**src/rtl/sensor_conditioner.sv**
```systemverilog
`default_nettype none
// ============================================================================
// sensor_conditioner: synchronise, debounce and hold-stretch the raw farm-road
// detector into `sensor`; optional arrival counter under SENSOR_VEHICLE_COUNT_EN.
// Revision: 1.0
// ============================================================================
module sensor_conditioner #(
  parameter int SYNC_STAGES = 2,
  parameter int DEB_CYCLES  = 8,
  parameter int HOLD_CYCLES = 16,
  parameter int CNT_W       = 8
) (
  input  logic             clk,
  input  logic             rst_n,
  input  logic             raw_det,
  input  logic             clr_count,
  output logic             sensor,
  output logic             sensor_rise,
  output logic [CNT_W-1:0] car_count
);

  localparam int DEB_W  = $clog2(DEB_CYCLES) + 1;
  localparam int HOLD_W = $clog2(HOLD_CYCLES) + 1;
  localparam logic [DEB_W-1:0]  DEB_LAST  = DEB_W'(DEB_CYCLES);
  localparam logic [HOLD_W-1:0] HOLD_LAST = HOLD_W'(HOLD_CYCLES);

  typedef enum logic [1:0] {
    IDLE    = 2'd0,
    QUALIFY = 2'd1,
    PRESENT = 2'd2,
    HOLD    = 2'd3
  } state_t;

  logic [SYNC_STAGES-1:0] sync_q, sync_d;
  logic                   det_s;
  state_t                 state_q, state_d;
  logic [DEB_W-1:0]       deb_q, deb_d;
  logic [HOLD_W-1:0]      hold_q, hold_d;
  logic                   sensor_q, sensor_d;
  logic                   rise_q, rise_d;

  assign sync_d = {sync_q[SYNC_STAGES-2:0], raw_det};
  assign det_s  = sync_q[SYNC_STAGES-1];

  always_comb begin
    state_d = state_q;
    deb_d   = deb_q;
    hold_d  = hold_q;
    case (state_q)
      IDLE: begin
        if (det_s) begin
          deb_d   = DEB_W'(1);
          state_d = (DEB_CYCLES == 1) ? PRESENT : QUALIFY;
        end
      end
      QUALIFY: begin
        if (!det_s) begin
          state_d = IDLE;
        end else begin
          deb_d = deb_q + DEB_W'(1);
          if (deb_d == DEB_LAST) state_d = PRESENT;
        end
      end
      PRESENT: begin
        if (!det_s) begin
          hold_d  = HOLD_W'(1);
          state_d = (HOLD_CYCLES == 1) ? IDLE : HOLD;
        end
      end
      HOLD: begin
        if (det_s) begin
          hold_d  = '0;
          state_d = PRESENT;
        end else begin
          hold_d = hold_q + HOLD_W'(1);
          if (hold_d == HOLD_LAST) state_d = IDLE;
        end
      end
      default: state_d = IDLE;
    endcase
    // Outputs are decoded from the next state so they line up with the state flop.
    sensor_d = (state_d == PRESENT) || (state_d == HOLD);
    rise_d   = (state_d == PRESENT) && ((state_q == IDLE) || (state_q == QUALIFY));
  end

  always_ff @(posedge clk or negedge rst_n) begin
    if (!rst_n) begin
      sync_q   <= '0;
      state_q  <= IDLE;
      deb_q    <= '0;
      hold_q   <= '0;
      sensor_q <= 1'b0;
      rise_q   <= 1'b0;
    end else begin
      sync_q   <= sync_d;
      state_q  <= state_d;
      deb_q    <= deb_d;
      hold_q   <= hold_d;
      sensor_q <= sensor_d;
      rise_q   <= rise_d;
    end
  end

  assign sensor      = sensor_q;
  assign sensor_rise = rise_q;

`ifdef SENSOR_VEHICLE_COUNT_EN
  logic [CNT_W-1:0] count_q, count_d;

  // Clear has priority over a same-cycle arrival.
  always_comb begin
    count_d = count_q;
    if (clr_count) begin
      count_d = '0;
    end else if (rise_d && (count_q != {CNT_W{1'b1}})) begin
      count_d = count_q + CNT_W'(1);
    end
  end

  always_ff @(posedge clk or negedge rst_n) begin
    if (!rst_n) begin
      count_q <= '0;
    end else begin
      count_q <= count_d;
    end
  end

  assign car_count = count_q;
`else
  logic unused_clr_count;
  assign unused_clr_count = clr_count;
  assign car_count        = '0;
`endif

endmodule
`default_nettype wire

```
**config.mk**
```make
export PLATFORM = sky130hd
export DESIGN_NAME = sensor_conditioner
export DESIGN_NICKNAME = d
export VERILOG_FILES = /design/src/rtl/sensor_conditioner.sv
export SDC_FILE = /design/constraint.sdc
export NUM_CORES = 1
export LEC_CHECK = 0
export CAP_MARGIN = 5
export CELL_PAD_IN_SITES_DETAIL_PLACEMENT = 2
export CELL_PAD_IN_SITES_GLOBAL_PLACEMENT = 2
export CORE_ASPECT_RATIO = 1.5
export CORE_MARGIN = 3
export CORE_UTILIZATION = 27
export DETAILED_ROUTE_END_ITERATION = 7
export PLACE_DENSITY = 0.82
export RECOVER_POWER = 100
export SLEW_MARGIN = 15
export SYNTH_ARGS = -nofsm -noshare
export SYNTH_HDL_FRONTEND = slang
export SYNTH_SLANG_ARGS = --single-unit
```
**constraint.sdc**
```tcl
create_clock -name clk -period 1 [get_ports clk]
set_input_delay 0.3 -clock clk [delete_from_list [all_inputs] [get_ports clk]]
set_output_delay 0.3 -clock clk [all_outputs]
set_load 0.05 [all_outputs]
```
==> flow_metrics.env <==
export IMPL_final_seq_area_sq_um=354
export IMPL_drv_slew=0
export IMPL_dpl_cell_area_sq_um=953
export IMPL_crit_family="flip-flops"
export IMPL_status="complete, but fails checks"
export IMPL_grt_pass1_wl_um=3780
export IMPL_p_per_area_mw_per_mm2=2520
export IMPL_gr_usage_all_layers_pct=14.3
export IMPL_hold_path_startpoint="sync_q[0]"
export IMPL_critPathKind="flip-flop to output pin"
export IMPL_drt_first_pass_iters=2
export IMPL_core_area_sq_mm=0.00268
export IMPL_grt_max_degree=9
export IMPL_gp_congestion=0.755
export IMPL_boundaryPins=14
export IMPL_wl_per_cell_um=14.6
export IMPL_wl_um=2130
export IMPL_async_flop_share_pct=100
export IMPL_n_antenna_cell=0
export IMPL_path_depth=2
export IMPL_setup_viol=13
export IMPL_clock_root_buffer="clkbuf_8"
export IMPL_die_h_um=71.0
export IMPL_layout_common_cells="18 x buf_4, 11 x dfrtp_1, 9 x nand2_1, 8 x conb_1, 6 x o21ai_1"
export IMPL_synth_seq_area_share_pct=46.1
export IMPL_start_kind="flip-flop"
export IMPL_cp_max_fo=2
export IMPL_grt_pass1_vias=804
export IMPL_min_period_ns=1.22
export IMPL_failed_checks="setup timing"
export IMPL_finalHoldViolations=0
export IMPL_fin_crit_sh_pct=122
export IMPL_syn_area_sq_um=761
export IMPL_crit_path_end="sensor"
export IMPL_final_common_cell="buf_4"
export IMPL_max_freq_mhz=821
export IMPL_worst_endpoint_required_ns=0.70
export IMPL_drt_iter0_drc=3
export IMPL_fin_skew_ns=0.00657
export IMPL_maxCapViolCount=0
export IMPL_reg2reg_slack_ns=-0.18
export IMPL_clock_sinks=14
export IMPL_cts_buffer_depth=2
export IMPL_finish_instance_area_sq_mm=0.00114
export IMPL_cts_htree_levels=1
export IMPL_rsz0062_at_grt="true"
export IMPL_r2r_cells=4
export IMPL_ys_ff_latch=14
export IMPL_syn_avg_cell_area_sq_um=9.28
export IMPL_worstReg2RegEnd="state_q[0]"
export IMPL_area_growth_pct=49.3
export IMPL_hold_buffers=0
export IMPL_r2r_start="hold_q[0]"
export IMPL_peakVddDrop_mv=1.12
export IMPL_cpPeakStageDelay_ns=0.41
export IMPL_p_leak_nw=0.481
export IMPL_end_kind="output pin"
export IMPL_yosysTopAreaCellShare_pct=46.1
export IMPL_fin_ws_ns=-0.218
export IMPL_synth_distinct_cells=25
export IMPL_final_core_util_pct=42.4
export IMPL_synth_area_leaders="dfrtp_1 46%, buf_4 7.9%, nand2_1 6.4%, a21oi_1 4.6%, ha_1 3.3%"
export IMPL_die_w_um=49.3
export IMPL_cts_tree="yes"
export IMPL_initial_core_util_pct=28.4
export IMPL_layout_nets=116
export IMPL_hp_class="flip-flop to flip-flop"
export IMPL_worstPathArrival_ns=0.92
export IMPL_drc_errors=0
export IMPL_grt_overflow=0
export IMPL_yosys_area_top_type="dfrtp_1"
export IMPL_die_area_sq_mm=0.00350
export IMPL_worstPathCellList="buf_6 -> buf_12"
export IMPL_via_count=666
export IMPL_cp_slowest_cell="dfrtp_2"
export IMPL_synth_warnings=0
export IMPL_crit_path_start="sensor"
export IMPL_synthFlopType="dfrtp_1"
export IMPL_critPathBufInv=2
export IMPL_synth_edf_count=0
export IMPL_io_buffers=4
export IMPL_clk_latency_ns=0.25
export IMPL_layout_drive_gt1_share_pct=45.9
export IMPL_vias_per_cell=4.56
export IMPL_synthCells=82
export IMPL_multi_input_area_sq_um=438
export IMPL_row_count=23
export IMPL_place_hpwl_um=1530
export IMPL_post_place_ws_ns=-0.230
export IMPL_n_fill_cell=319
export IMPL_antenna_found_initial=0
export IMPL_final_antenna_net_count=0
export IMPL_path_clk_slew_ns=0.06
export IMPL_numCtsBuffers=3
-- worst register-to-register path, stage by stage (launching register included) --
cell	delay, ns
dfrtp_1	0.43
nand2_2	0.12
mux2i_4	0.26
a41o_1	0.18
o22ai_1	0.06
-- through the flow --
step / setup TNS [ns] / power (mW) / hold WS [ns] / cells
finish: -1.64 / 2.87 / 0.357 / 146
global route: -2.61 / 3.11 / 0.368 / 146
CTS: -1.69 / 2.80 / 0.358 / 146
detailed placement: -1.38 / 2.02 / 0.348 / 137
global placement: -0.812 / 1.93 / 0.334 / 137
floorplan: -1.03 / 1.51 / 0.00441 / 89
-- timing repair --
item                       in CTS  in global routing
setup buffers                   5                  0
pin swaps                       3                  3
resized for setup              15                 11
setup endpoints to repair      13                 14
-- sequential cells by signal, summed over array words and instances (netlist names) --
| name | flops |
|---|---|
| hold_q | 5 |
| deb_q | 4 |
| sync_q | 2 |
| sensor | 1 |
| sensor_rise | 1 |
| state_q | 1 |
-- how the worst min path moves through the flow --
stage                           end  slack [ns]  cells past startpoint
after floorplan            deb_q[0]       0.004                      0
after global placement    sync_q[1]        0.33                      0
after detailed placement  sync_q[1]        0.35                      0
after CTS                 hold_q[3]        0.36                      2
after global routing      sync_q[1]        0.37                      0
final                     sync_q[1]        0.36                      0
-- cells by family after synthesis --
logic type               count (synthesis)  share of synthesized area, %
AO/OA/AOI/OAI                           20                          15.3
other                                    1                         0.493
buffers and inverters                   14                          12.0
AND/OR/NAND/NOR                         28                          18.3
flip-flops                              14                          46.1
adder cells (fa/ha/maj)                  2                          3.29
multiplexers                             3                          4.60
-- cell type report --
class                      instances  area share [%]
multi-input combinational         61            38.5
clock buffer                       4            4.85
sequential                        14            31.2
timing repair buffer              26            19.8
inverter                           4            1.54
tap                               37            4.07
-- power by group --
group          switching, mW  total [mW]  leakage (nW)  internal, mW
clock                  0.199       0.548        0.0288         0.349
sequential             0.214       0.940         0.176         0.726
combinational          0.701        1.38         0.277         0.678
-- metal layers --
layer	up-vias	routed length [um]	GRT usage, %
li1	319	-	-
met1	332	724	14.7
met2	10	1330	27.6
met3	5	40	2.11
met4	0	36	6.65
met5	-	0	0
-- cells in the mapped netlist, types with 2 or more instances --
| master | n |
|---|---|
| inv_1 | 4 |
| a21oi_1 | 7 |
| nor2_1 | 2 |
| nand2_1 | 13 |
| nor3_1 | 2 |
| nand2b_1 | 3 |
| nand3_1 | 4 |
| dfrtp_1 | 14 |
| buf_4 | 8 |
| mux2i_1 | 2 |
| nor3_2 | 2 |
| o21ai_1 | 5 |
| o21ai_0 | 3 |
| ha_1 | 2 |
Power figures use the tool's default switching activity.
